==> config.mk <==
export PLATFORM = sky130hd
export DESIGN_NAME = l1_ahb_mtx_slave_decoder
export DESIGN_NICKNAME = d
export VERILOG_FILES = /design/src/rtl/l1_ahb_mtx_pkg.sv /design/src/rtl/l1_ahb_mtx_slave_decoder_default_slave.sv /design/src/rtl/l1_ahb_mtx_slave_decoder.sv
export SDC_FILE = /design/constraint.sdc
export NUM_CORES = 1
export LEC_CHECK = 0
export ABC_AREA = 1
export CORE_AREA = 10 10 76 78
export CTS_CLUSTER_DIAMETER = 100
export DETAILED_ROUTE_END_ITERATION = 10
export DIE_AREA = 0 0 86 88
export DONT_BUFFER_PORTS = 1
export GPL_TIMING_DRIVEN = 0
export HOLD_SLACK_MARGIN = 0.1
export PLACE_DENSITY_LB_ADDON = 0.12
export SETUP_SLACK_MARGIN = 0.4
export SLEW_MARGIN = 20
export SYNTH_ARGS = -nofsm -noshare
export SYNTH_HDL_FRONTEND = slang
export SYNTH_SLANG_ARGS = --single-unit
==> constraint.sdc <==
create_clock -name HCLK -period 0.97 [get_ports HCLK]
set_input_delay 0 -clock HCLK [delete_from_list [all_inputs] [get_ports HCLK]]
set_output_delay 0 -clock HCLK [all_outputs]
set_load 0.03 [all_outputs]
==> src/rtl/l1_ahb_mtx_pkg.sv <==
// Shared definitions for the L1 AHB matrix: bus widths and AHB transfer/response codes.
package l1_ahb_mtx_pkg;

    localparam int ADDR_W = 32;
    localparam int DATA_W = 32;

    typedef enum logic [1:0] {
        TRN_IDLE   = 2'b00,
        TRN_BUSY   = 2'b01,
        TRN_NONSEQ = 2'b10,
        TRN_SEQ    = 2'b11
    } htrans_e;

    typedef enum logic [1:0] {
        RSP_OKAY  = 2'b00,
        RSP_ERROR = 2'b01,
        RSP_RETRY = 2'b10,
        RSP_SPLIT = 2'b11
    } hresp_e;

endpackage

==> src/rtl/l1_ahb_mtx_slave_decoder_default_slave.sv <==
// Matrix default slave: two-cycle ERROR for active transfers to unmapped space,
// zero-wait OKAY for IDLE/BUSY.
module cmsdk_L1AhbMtx_default_slave
    import l1_ahb_mtx_pkg::*;
(
    input  logic        HCLK,
    input  logic        HRESETn,
    input  logic        HSEL,
    input  logic [1:0]  HTRANS,
    input  logic        HREADY,
    output logic        HREADYOUT,
    output logic [1:0]  HRESP
);

    typedef enum logic [1:0] {DS_OKAY, DS_ERR1, DS_ERR2} ds_state_e;

    ds_state_e state, state_nxt;
    logic      trans_req;

    assign trans_req = HSEL & HREADY & ((HTRANS == TRN_NONSEQ) || (HTRANS == TRN_SEQ));

    // NOTE: state registers use non-blocking assignments so every flop samples pre-edge values.
    always_ff @(posedge HCLK or negedge HRESETn) begin
        if (!HRESETn) state <= DS_OKAY;
        else          state <= state_nxt;
    end

    // NOTE: every output of this block gets a default first, so no path can infer a latch.
    always_comb begin
        state_nxt = state;
        HREADYOUT = 1'b1;
        HRESP     = RSP_OKAY;
        case (state)
            DS_OKAY: begin
                if (trans_req) state_nxt = DS_ERR1;
            end
            DS_ERR1: begin
                HREADYOUT = 1'b0;
                HRESP     = RSP_ERROR;
                state_nxt = DS_ERR2;
            end
            DS_ERR2: begin
                HRESP = RSP_ERROR;
                if (HREADY) state_nxt = trans_req ? DS_ERR1 : DS_OKAY;
            end
            default: state_nxt = DS_OKAY;
        endcase
    end

endmodule

==> src/rtl/l1_ahb_mtx_slave_decoder.sv <==
// Address decoder and data-phase response mux for one master port of the L1 AHB matrix;
// unmapped addresses are routed to the embedded default slave.
module l1_ahb_mtx_slave_decoder
    import l1_ahb_mtx_pkg::*;
#(
    parameter int                      NUM_SLV  = 4,
    parameter logic [ADDR_W*NUM_SLV-1:0] SLV_BASE = {NUM_SLV{32'h0}},
    parameter logic [ADDR_W*NUM_SLV-1:0] SLV_MASK = {NUM_SLV{32'hF0000000}}
) (
    input  logic                        HCLK,
    input  logic                        HRESETn,
    input  logic                        HSEL,
    input  logic [ADDR_W-1:0]           HADDR,
    input  logic [1:0]                  HTRANS,
    input  logic                        HREADY,
    output logic [NUM_SLV-1:0]          HSELS,
    input  logic [NUM_SLV-1:0]          HREADYOUTS,
    input  logic [2*NUM_SLV-1:0]        HRESPS,
    input  logic [DATA_W*NUM_SLV-1:0]   HRDATAS,
    output logic                        HREADYOUT,
    output logic [1:0]                  HRESP,
    output logic [DATA_W-1:0]           HRDATA,
    output logic                        DPH_ACTIVE
);

    logic [NUM_SLV-1:0] match;
    logic [NUM_SLV:0]   lower_hit;
    logic               def_sel;

    // Data-phase owner: all-zero means no outstanding data phase.
    logic [NUM_SLV-1:0] dsel_slv;
    logic               dsel_def;

    logic               def_readyout;
    logic [1:0]         def_resp;

    assign lower_hit[0] = 1'b0;

    // lower_hit[i] flags a match at any index below i, giving lowest-index priority.
    for (genvar i = 0; i < NUM_SLV; i++) begin : g_decode
        assign match[i]       = (HADDR & SLV_MASK[ADDR_W*i +: ADDR_W]) == SLV_BASE[ADDR_W*i +: ADDR_W];
        assign lower_hit[i+1] = lower_hit[i] | match[i];
        assign HSELS[i]       = HSEL & match[i] & ~lower_hit[i];
    end

    assign def_sel = HSEL & ~lower_hit[NUM_SLV];

    // Ownership only moves when the bus accepts the address phase.
    always_ff @(posedge HCLK or negedge HRESETn) begin
        if (!HRESETn) begin
            dsel_slv <= '0;
            dsel_def <= 1'b0;
        end else if (HREADY) begin
            dsel_slv <= HSELS;
            dsel_def <= def_sel;
        end
    end

    cmsdk_L1AhbMtx_default_slave u_default_slave (
        .HCLK      (HCLK),
        .HRESETn   (HRESETn),
        .HSEL      (def_sel),
        .HTRANS    (HTRANS),
        .HREADY    (HREADY),
        .HREADYOUT (def_readyout),
        .HRESP     (def_resp)
    );

    always_comb begin
        HREADYOUT = 1'b1;
        HRESP     = RSP_OKAY;
        HRDATA    = '0;
        if (dsel_def) begin
            HREADYOUT = def_readyout;
            HRESP     = def_resp;
        end
        for (int i = 0; i < NUM_SLV; i++) begin
            if (dsel_slv[i]) begin
                HREADYOUT = HREADYOUTS[i];
                HRESP     = HRESPS[2*i +: 2];
                HRDATA    = HRDATAS[DATA_W*i +: DATA_W];
            end
        end
    end

    assign DPH_ACTIVE = dsel_def | (|dsel_slv);

endmodule
== Word level (Yosys, flattened, before mapping) ==
Cells that the tools add are included.
Word-level totals
  flip-flop bits (word level): 5
  input bits: 178
  output and inout bits: 40
  logic and storage cells: 42
Cells by class
  eq/ne operators: 6
  muxes and demuxes: 20
  bitwise gates (word level): 7
  reduce and logical (&&, ||, !) cells: 6
Operator list (number)
  32-bit 2-to-1 mux: 4
  32-bit logical NOT: 1
  2-bit 2-to-1 mux: 7
  1-bit 2-to-1 mux: 8
  2-bit equality test, second input constant: 3
  2-bit case mux with 3 select lines: 1
  1-bit bitwise AND: 5
  4-bit OR reduction: 1
  2-bit by 1-bit equality test with 1-bit output, second input constant: 1
  2-bit logical NOT: 1
  2-bit by 1-bit != test with 1-bit output, second input constant: 1
  2-bit != test, second input constant: 1
  2-bit AND reduction: 1
  2-bit OR reduction: 1
  1-bit logical OR: 1
  1-bit inverter: 1
  1-bit OR: 1

== Longest topological paths before layout ==
Gate-level depths: netlist (run 1).
  depth after elaboration: 8
  depth in mapped cells: 7
  depth with buffers taken out: 7

== By module ==
From an unflattened synthesis (run 1), not the netlist that was laid out.
Unflattened totals
  cell total of the unflattened synthesis: 169
  area, all modules: 874.6 µm²
By module, submodules not included
  l1_ahb_mtx_slave_decoder: instances 1, cells each 142, area an instance 670.6 µm², sequential area each 75.1 µm²
  cmsdk_L1AhbMtx_default_slave: instances 1, cells each 27, area an instance 203.9 µm², sequential area each 50.0 µm²

== Worst setup path before layout (run 1) ==
No wires, ideal clock.
  kind: register to output
  start point: register u_default_slave.state[1]
  end point: output port HREADYOUT
  data arrival time: 1.422 ns
  setup slack: -0.452 ns
  stages on the path, launching flop included: 6
  path buffers: 0
  path through: dfrtp_1 inv_1 ha_1 nand3_1 o21ai_0 o21ai_0
Between the ends
  word-level cells in the longest chain between the ends: 7
Ends and longest elaborated chain
  from (decl): line l1_ahb_mtx_slave_decoder_default_slave.sv:17  | ds_state_e state, state_nxt;
  from (signal assigned): line l1_ahb_mtx_slave_decoder_default_slave.sv:25  | else state <= state_nxt;
  2-bit by 1-bit equality test with 1-bit output: line l1_ahb_mtx_slave_decoder_default_slave.sv:33  | case (state)
  1-bit 2-to-1 mux: line l1_ahb_mtx_slave_decoder_default_slave.sv:33
  1-bit 2-to-1 mux: line l1_ahb_mtx_slave_decoder.sv:73  | if (dsel_def) begin
  1-bit 2-to-1 mux (4 in series): line l1_ahb_mtx_slave_decoder.sv:78  | if (dsel_slv[i]) begin
  to (decl): line l1_ahb_mtx_slave_decoder.sv:20  | output logic HREADYOUT,
No other way between the ends.

== Worst setup path after layout (run 1) ==
  start point: register u_default_slave.state[0]
  end point: output port HRESP[0]
Between the ends
  word-level cells in the longest chain between the ends: 8
Ends and longest elaborated chain
  2-bit by 1-bit equality test with 1-bit output / 2-bit equality test (equally long branches): line l1_ahb_mtx_slave_decoder_default_slave.sv:33
  2-bit OR reduction (no line) (*)
  1-bit 2-to-1 mux (*): line l1_ahb_mtx_slave_decoder_default_slave.sv:33
  2-bit 2-to-1 mux (*): line l1_ahb_mtx_slave_decoder.sv:73
  2-bit 2-to-1 mux (*) (4 in series): line l1_ahb_mtx_slave_decoder.sv:78
  to (decl): line l1_ahb_mtx_slave_decoder.sv:21  | output logic [1:0] HRESP,
Every way passes the cells marked *; elsewhere a longest branch is shown, timed or not.

==> results of run 1 <==
## registers in the layout, indices dropped and copies added, names as in the netlist
signal,count
dsel_def,1
dsel_slv,2
u_default_slave.state,2
## worst max-delay path: cells and delay by family, from the launching register on
kind            cells  cell delay, ns
simple gates        1            0.06
flops               1            0.42
buf+inv             1            0.05
compound gates      1            0.24
fa+ha+maj           1            0.26
## power breakdown
group,switching [mW],leakage (nW),internal [mW]
Sequential,0.0404,0.0652,0.242
Combinational,0.404,0.756,0.331
Clock,0.101,0.0228,0.282
Total,0.546,0.844,0.855
## area by class of cell
type,count,area share
Timing Repair Buffer,24,0.1392
Tap cell,52,0.03106
Buffer,14,0.08065
Clock buffer,4,0.02151
Sequential cell,5,0.06033
Multi-Input combinational cell,135,0.6374
Inverter,10,0.02987
## synth_stat cells
master and instances:
inv_1 8, inv_2 2, a21oi_1 2, ha_1 5, nand3_1 37, o22ai_1 1
buf_4 6, nor2_1 6, nand2_2 2, conb_1 1, buf_2 8, o21ai_0 3
o21ai_2 1, dfrtp_1 5, o2111ai_1 1, nand2_1 74
## final timing paths
kind / startpoint / end / slack [ns] / cells after the start
min reg2reg: u_default_slave.state[1]$_DFFE_PN0P_ / u_default_slave.state[1]$_DFFE_PN0P_ / 0.63 / 3
min in group asynchronous: HRESETn / dsel_def$_DFFE_PN0P_ / 0.08 / 1
max: u_default_slave.state[0]$_DFFE_PN0P_ / HRESP[0] / -0.29 / 4
max in group asynchronous: HRESETn / u_default_slave.state[0]$_DFFE_PN0P_ / 0.68 / 1
max reg2reg: u_default_slave.state[0]$_DFFE_PN0P_ / u_default_slave.state[0]$_DFFE_PN0P_ / -0.28 / 6
min: HSEL / dsel_slv[0]$_DFFE_PN0P_ / -0.05 / 2
## logic make-up after synthesis
logic type / count (synthesis) / share of synthesized area
buffers and inverters: 24 / 0.1424
AOI/OAI and AO/OA: 8 / 0.05669
DFF: 5 / 0.1453
other: 1 / 0.004356
and+or+nand+nor: 119 / 0.5785
adders and majority gates: 5 / 0.07267
## per-stage QoR
stage | setup TNS (ns) | hold WS (ns) | power [mW] | instances
3_5_place_dp | -2.449 | -0.2954 | 0.6732 | 216
2_1_floorplan | -0.2654 | -0.2956 | 0.6138 | 164
3_3_place_gp | -1.872 | -0.2954 | 0.6614 | 216
6_report | -9.365 | -0.04803 | 1.401 | 244
4_1_cts | -9.418 | -0.05306 | 1.304 | 241
5_1_grt | -11.62 | -0.03692 | 1.491 | 244
## metal layers
metal	share of wire	routed length (um)
met3	0.11	547
met4	0	0
met2	0.56	2684
met5	0	0
met1	0.33	1559
## timing repair
| action | 4_1_cts | 5_1_grt |
|---|---|---|
| gates cloned | 2 | 0 |
| gates resized for setup | 79 | 37 |
| hold endpoints to repair | 10 | 7 |
| buffers inserted | 17 | 3 |
| pin swaps | 17 | 27 |
| endpoints found under the setup margin | 41 | 41 |
==> flow_summary.yaml, run 1 <==
placed_design:
  numPortBuffers: 0
  dpl.hpwl_mm: 3.586
  placed_cell_area_sq_um: 1227
  gp_congestion: 0.7153
  dp_worst_setup_slack_ns: -0.1727
logic_synthesis:
  yosysUniqueCellTypes: 16
  synth_top_cell_area_share: 0.3227
  synthTopCellsByArea: "nand2_1, nand3_1, dfrtp_1, ha_1, buf_4"
  syn_inst: 162
  yosysWarnings: 0
  synth_area_leader_cell: "nand2_1"
  yosysSeqAreaShare: 0.1453
  avgSynthCellArea_sq_um: 5.314
  synth_seq_cells: 5
  synthesis.area_sq_um: 860.8
floorplan:
  num_rows: 24
  fp.dieH_um: 88
  ios: 218
  dieArea_sq_um: 7568
  die-width_um: 86
  start_util: 0.2005
  core_sq_um: 4294
finish:
  design_area_sq_um: 2095
  fillers: 392
  regArea_sq_um: 126.4
  multi_input_area_sq_um: 1335
  antennaDiodeCount: 0
  drive_above_1_share: 0.7083
  synthToLayoutAreaGrowth_pct: 143.3
  layout.nets: 376
  fin_util: 0.4878
  mostFrequentLayoutCells: "nand2_1, nand2_4, nand3_4"
worst_setup_path:
  path_class: "flip-flop to primary output"
  critPathMaxFanout: 3
  cpPeakStageDelay_ns: 0.42
  worstPathRequired_ns: 0.97
  start_kind: "flip-flop"
  cp.arrival_ns: 1.26
  worstSetupEndpointType: "primary output"
  cp_slowest_cell: "dfrtp_2"
  crit_chain: "inv_4, ha_4, nand3_4, a21oi_4"
clocking:
  cts_sinks: 5
  h-tree-depth: 1
  cts-root-buf: "clkbuf_8"
  cts_tree: "built"
  clk_pin_slew_ns: 0.04
  numCtsBuffers: 3
  clk_latency_ns: 0.22
  postCtsHoldBufs: 2
  clk_path_buf_depth: 2
detailed_routing:
  wl_mm: 4.790
  drt-wirelength-per-cell_um: 19.63
  vias: 1189
  drt-initial-drc-count: 21
  drt-pass1-iter-count: 4
  avgViaCountPerCell: 4.873
  drc: 0
  antenna_left: 0
sta:
  hold_viol: 1
  rsz0062_at_grt: "yes"
  setup_violations: 39
  fin_crit_sh: 1.300
  fin_skew_ns: 0.00004095
  whs_ns: -0.04803
  clock.fmax_mhz: 793.2
  finalCriticalPeriod_ns: 1.261
  fin_ws_ns: -0.2908
  slew_violations: 0
global_route:
  antenna_found_initial: 0
  grt_pass1_vias: 1382
  overflow: 0
  grt_use_met3: 0.05107
  gr-usage-met1: 0.1116
  grtUsageMet2: 0.2096
  grt_most_used_layer: "met2"
  grt_max_degree: 11
  grt_pass1_wl_mm: 6.955
  grt_usage: 0.1105
pwr:
  leakagePower_nw: 0.8436
  ir_drop_v: 0.0007938
  powerDensity_nw_per_um2: 669.0
job:
  drv_cap: 0
run_status:
  violations: "hold timing, setup timing"
  outcome: "finished with violations"
worst_hold_path:
  min_path_type: "input pin to flip-flop"
Power figures use the tool's default switching activity.
==> run 2: changes to the inputs <==
--- a/config.mk
+++ b/config.mk
@@ -6,10 +6,10 @@
 export NUM_CORES = 1
 export LEC_CHECK = 0
 export ABC_AREA = 1
-export CORE_AREA = 10 10 76 78
+export CORE_AREA = 10 10 77 79
 export CTS_CLUSTER_DIAMETER = 100
 export DETAILED_ROUTE_END_ITERATION = 10
-export DIE_AREA = 0 0 86 88
+export DIE_AREA = 0 0 87 89
 export DONT_BUFFER_PORTS = 1
 export GPL_TIMING_DRIVEN = 0
 export HOLD_SLACK_MARGIN = 0.1
@@ -18,4 +18,5 @@
 export SLEW_MARGIN = 20
 export SYNTH_ARGS = -nofsm -noshare
 export SYNTH_HDL_FRONTEND = slang
+export SYNTH_HIERARCHICAL = 1
 export SYNTH_SLANG_ARGS = --single-unit
==> flow_summary.yaml, run 2 <==
finish:
  drive_above_1_share: 0.6888
  mostFrequentLayoutCells: "nand2_4, nand2_1, nand2_8"
  mostFrequentLayoutCell: "nand2_4"
  layout.nets: 380
  antennaDiodeCount: 0
  synthToLayoutAreaGrowth_pct: 142.1
  top_regs: "dsel_slv (2), u_default_slave/state (2), dsel_def (1)"
  fin_util: 0.4668
  fillers: 423
placed_design:
  dpl.hpwl_mm: 3.583
  gp_congestion: 0.6515
  dp_worst_setup_slack_ns: -0.2382
  numPortBuffers: 0
worst_setup_path:
  cp.arrival_ns: 1.26
  worstSetupEndpointType: "primary output"
  r2r_cells: 7
  cp-startpoint: "dsel_slv[1]$_DFFE_PN0P_"
  path_class: "flip-flop to primary output"
  setup.worst_path.end: "HRDATA[4]"
  r2r_end: "u_default_slave/state[0]$_DFFE_PN0P_"
  rrSetupSlack_ns: -0.18
  critPathMaxFanout: 6
  start_kind: "flip-flop"
  worstReg2RegStart: "u_default_slave/state[1]$_DFFE_PN0P_"
  worstPathRequired_ns: 0.97
clocking:
  postCtsHoldBufs: 2
  cts-root-buf: "clkbuf_8"
  clk_pin_slew_ns: 0.03
  numCtsBuffers: 3
  cts_tree: "built"
  clk_path_buf_depth: 2
  h-tree-depth: 1
  cts_sinks: 5
  clk_latency_ns: 0.22
pwr:
  ir_drop_v: 0.0007224
  power_mw: 1.588
  leakagePower_nw: 1.088
  powerDensity_nw_per_um2: 750.1
worst_hold_path:
  min_path_type: "input pin to flip-flop"
floorplan:
  die-width_um: 87
  core_sq_um: 4536
  start_util: 0.1928
  fp.dieH_um: 89
  num_rows: 25
  dieArea_sq_um: 7743
  ios: 218
global_route:
  grt_pass1_wl_mm: 6.403
  overflow: 0
  antenna_found_initial: 0
  grt_max_degree: 11
  grt_pass1_vias: 1240
  grt_usage: 0.1025
logic_synthesis:
  yosysUniqueCellTypes: 17
  avgSynthCellArea_sq_um: 5.175
  synthFlopType: "dfrtp_1"
  synth_edf_count: 0
  async_flop_share: 1.000
  synthTopCellsByArea: "nand2_1, dfrtp_1, ha_1, buf_4, nand3_1"
  synthesis.area_sq_um: 874.6
  synth_top_cell_area_share: 0.4807
  synth_seq_cells: 5
  synth_area_leader_cell: "nand2_1"
  syn_inst: 169
  yosysWarnings: 6
  yosysSeqAreaShare: 0.1431
  yosysMostFrequentCell: "nand2_1"
  ys_top_cells_by_count: "nand2_1, inv_1, nand3_1"
detailed_routing:
  avgViaCountPerCell: 4.524
  drt-initial-drc-count: 17
  vias: 1131
  drt-pass1-iter-count: 4
  antenna_left: 0
  drt-wirelength-per-cell_um: 18.47
  drc: 0
  wl_mm: 4.618
sta:
  slew_violations: 0
  whs_ns: -0.07148
  clock.fmax_mhz: 796.2
  fin_ws_ns: -0.2860
  setup_violations: 38
  rsz0062_at_grt: "yes"
  hold_viol: 2
  fin_skew_ns: 0.00007963
  finalCriticalPeriod_ns: 1.256
  fin_crit_sh: 1.295
job:
  drv_cap: 0
run_status:
  violations: "hold timing, setup timing"
  outcome: "finished with violations"
==> run 2: changes by cell type in the layout (fill, tap and decap cells not counted), moves of 3 or more <==
cell / change
nand2_8: +19
nand2_2: +7
nand2_4: +14
buf_12: -3
nand3_4: -19
inv_1: +3
nand3_2: -11
buf_4: -3
nor2_4: +3
==> run 2: final cells by class <==
type / instances / area [sq um] / share of cell area
Clock buffer: 4 / 45.04 / 0.02128
Buffer: 11 / 126.4 / 0.05969
Sequential cell: 5 / 126.4 / 0.05969
Timing Repair Buffer: 21 / 261.5 / 0.1235
Tap cell: 54 / 67.56 / 0.03191
Inverter: 11 / 43.79 / 0.02069
Multi-Input combinational cell: 144 / 1446 / 0.6832
==> run 2: repair_timing <==
action | 4_1_cts | 5_1_grt
buffers inserted | 13 | 3
gates resized for setup | 52 | 68
cloned | 2 | 1
pin swaps | 25 | 33
setup endpoints to repair | 42 | 42
endpoints found under the hold margin | 10 | 6
==> run 2: how the worst min path moves through the flow <==
stage | cells past startpoint | end | slack, ns | from
after detailed placement | 0 | u_default_slave/state[1]$_DFFE_PN0P_ | -0.30 | HRESETn
after global routing | 2 | dsel_def$_DFFE_PN0P_ | -0.06 | HSEL
after CTS | 2 | dsel_def$_DFFE_PN0P_ | -0.07 | HSEL
final | 2 | dsel_def$_DFFE_PN0P_ | -0.07 | HSEL
after floorplan | 0 | dsel_def$_DFFE_PN0P_ | -0.30 | HRESETn
after global placement | 0 | u_default_slave/state[1]$_DFFE_PN0P_ | -0.30 | HRESETn
==> run 2: layer usage <==
| metal | GRT usage | share of wire | vias up | wire (um) |
|---|---|---|---|---|
| met1 | 0.1196 | 0.36 | 500 | 1648 |
| met2 | 0.1579 | 0.51 | 71 | 2365 |
| met3 | 0.05196 | 0.12 | 4 | 561 |
| met4 | 0.03535 | 0.0093 | 0 | 43 |
| li1 | - | - | 556 | - |
| met5 | 0 | 0 | - | 0 |
==> run 2: cell families (layout without fill, tap and decap cells) <==
group,count (synthesis),in the layout,synth area share
and+or+nand+nor,132,132,0.6023
buffers and inverters,22,47,0.1545
adders and majority gates,5,5,0.07153
DFF,5,5,0.1431
AOI/OAI and AO/OA,3,3,0.02002
other,2,4,0.008587
==> run 2: critical path, stage by stage (launching register included) <==
cell	delay, ns
dfrtp_1	0.40
nor2_4	0.16
buf_12	0.15
buf_16	0.15
nand2_4	0.07
nand2_8	0.09
==> run 2: metrics by stage <==
| stage | setup TNS, ns | cells | area, sq um | hold slack (ns) |
|---|---|---|---|---|
| after floorplan | -0.5284 | 171 | 1210 | -0.2956 |
| after global placement | -5.633 | 225 | 1277 | -0.2954 |
| after detailed placement | -6.955 | 225 | 1277 | -0.2953 |
| after CTS | -9.395 | 246 | 1713 | -0.07034 |
| after global routing | -11.50 | 250 | 2117 | -0.05788 |
| final | -9.759 | 250 | 2117 | -0.07148 |
==> run 2: report_power, final <==
part	leakage [nW]	total [mW]	switching, mW	internal [mW]
Sequential	0.0652	0.309	0.0591	0.250
Combinational	1.00	0.894	0.498	0.396
Clock	0.0228	0.385	0.103	0.282
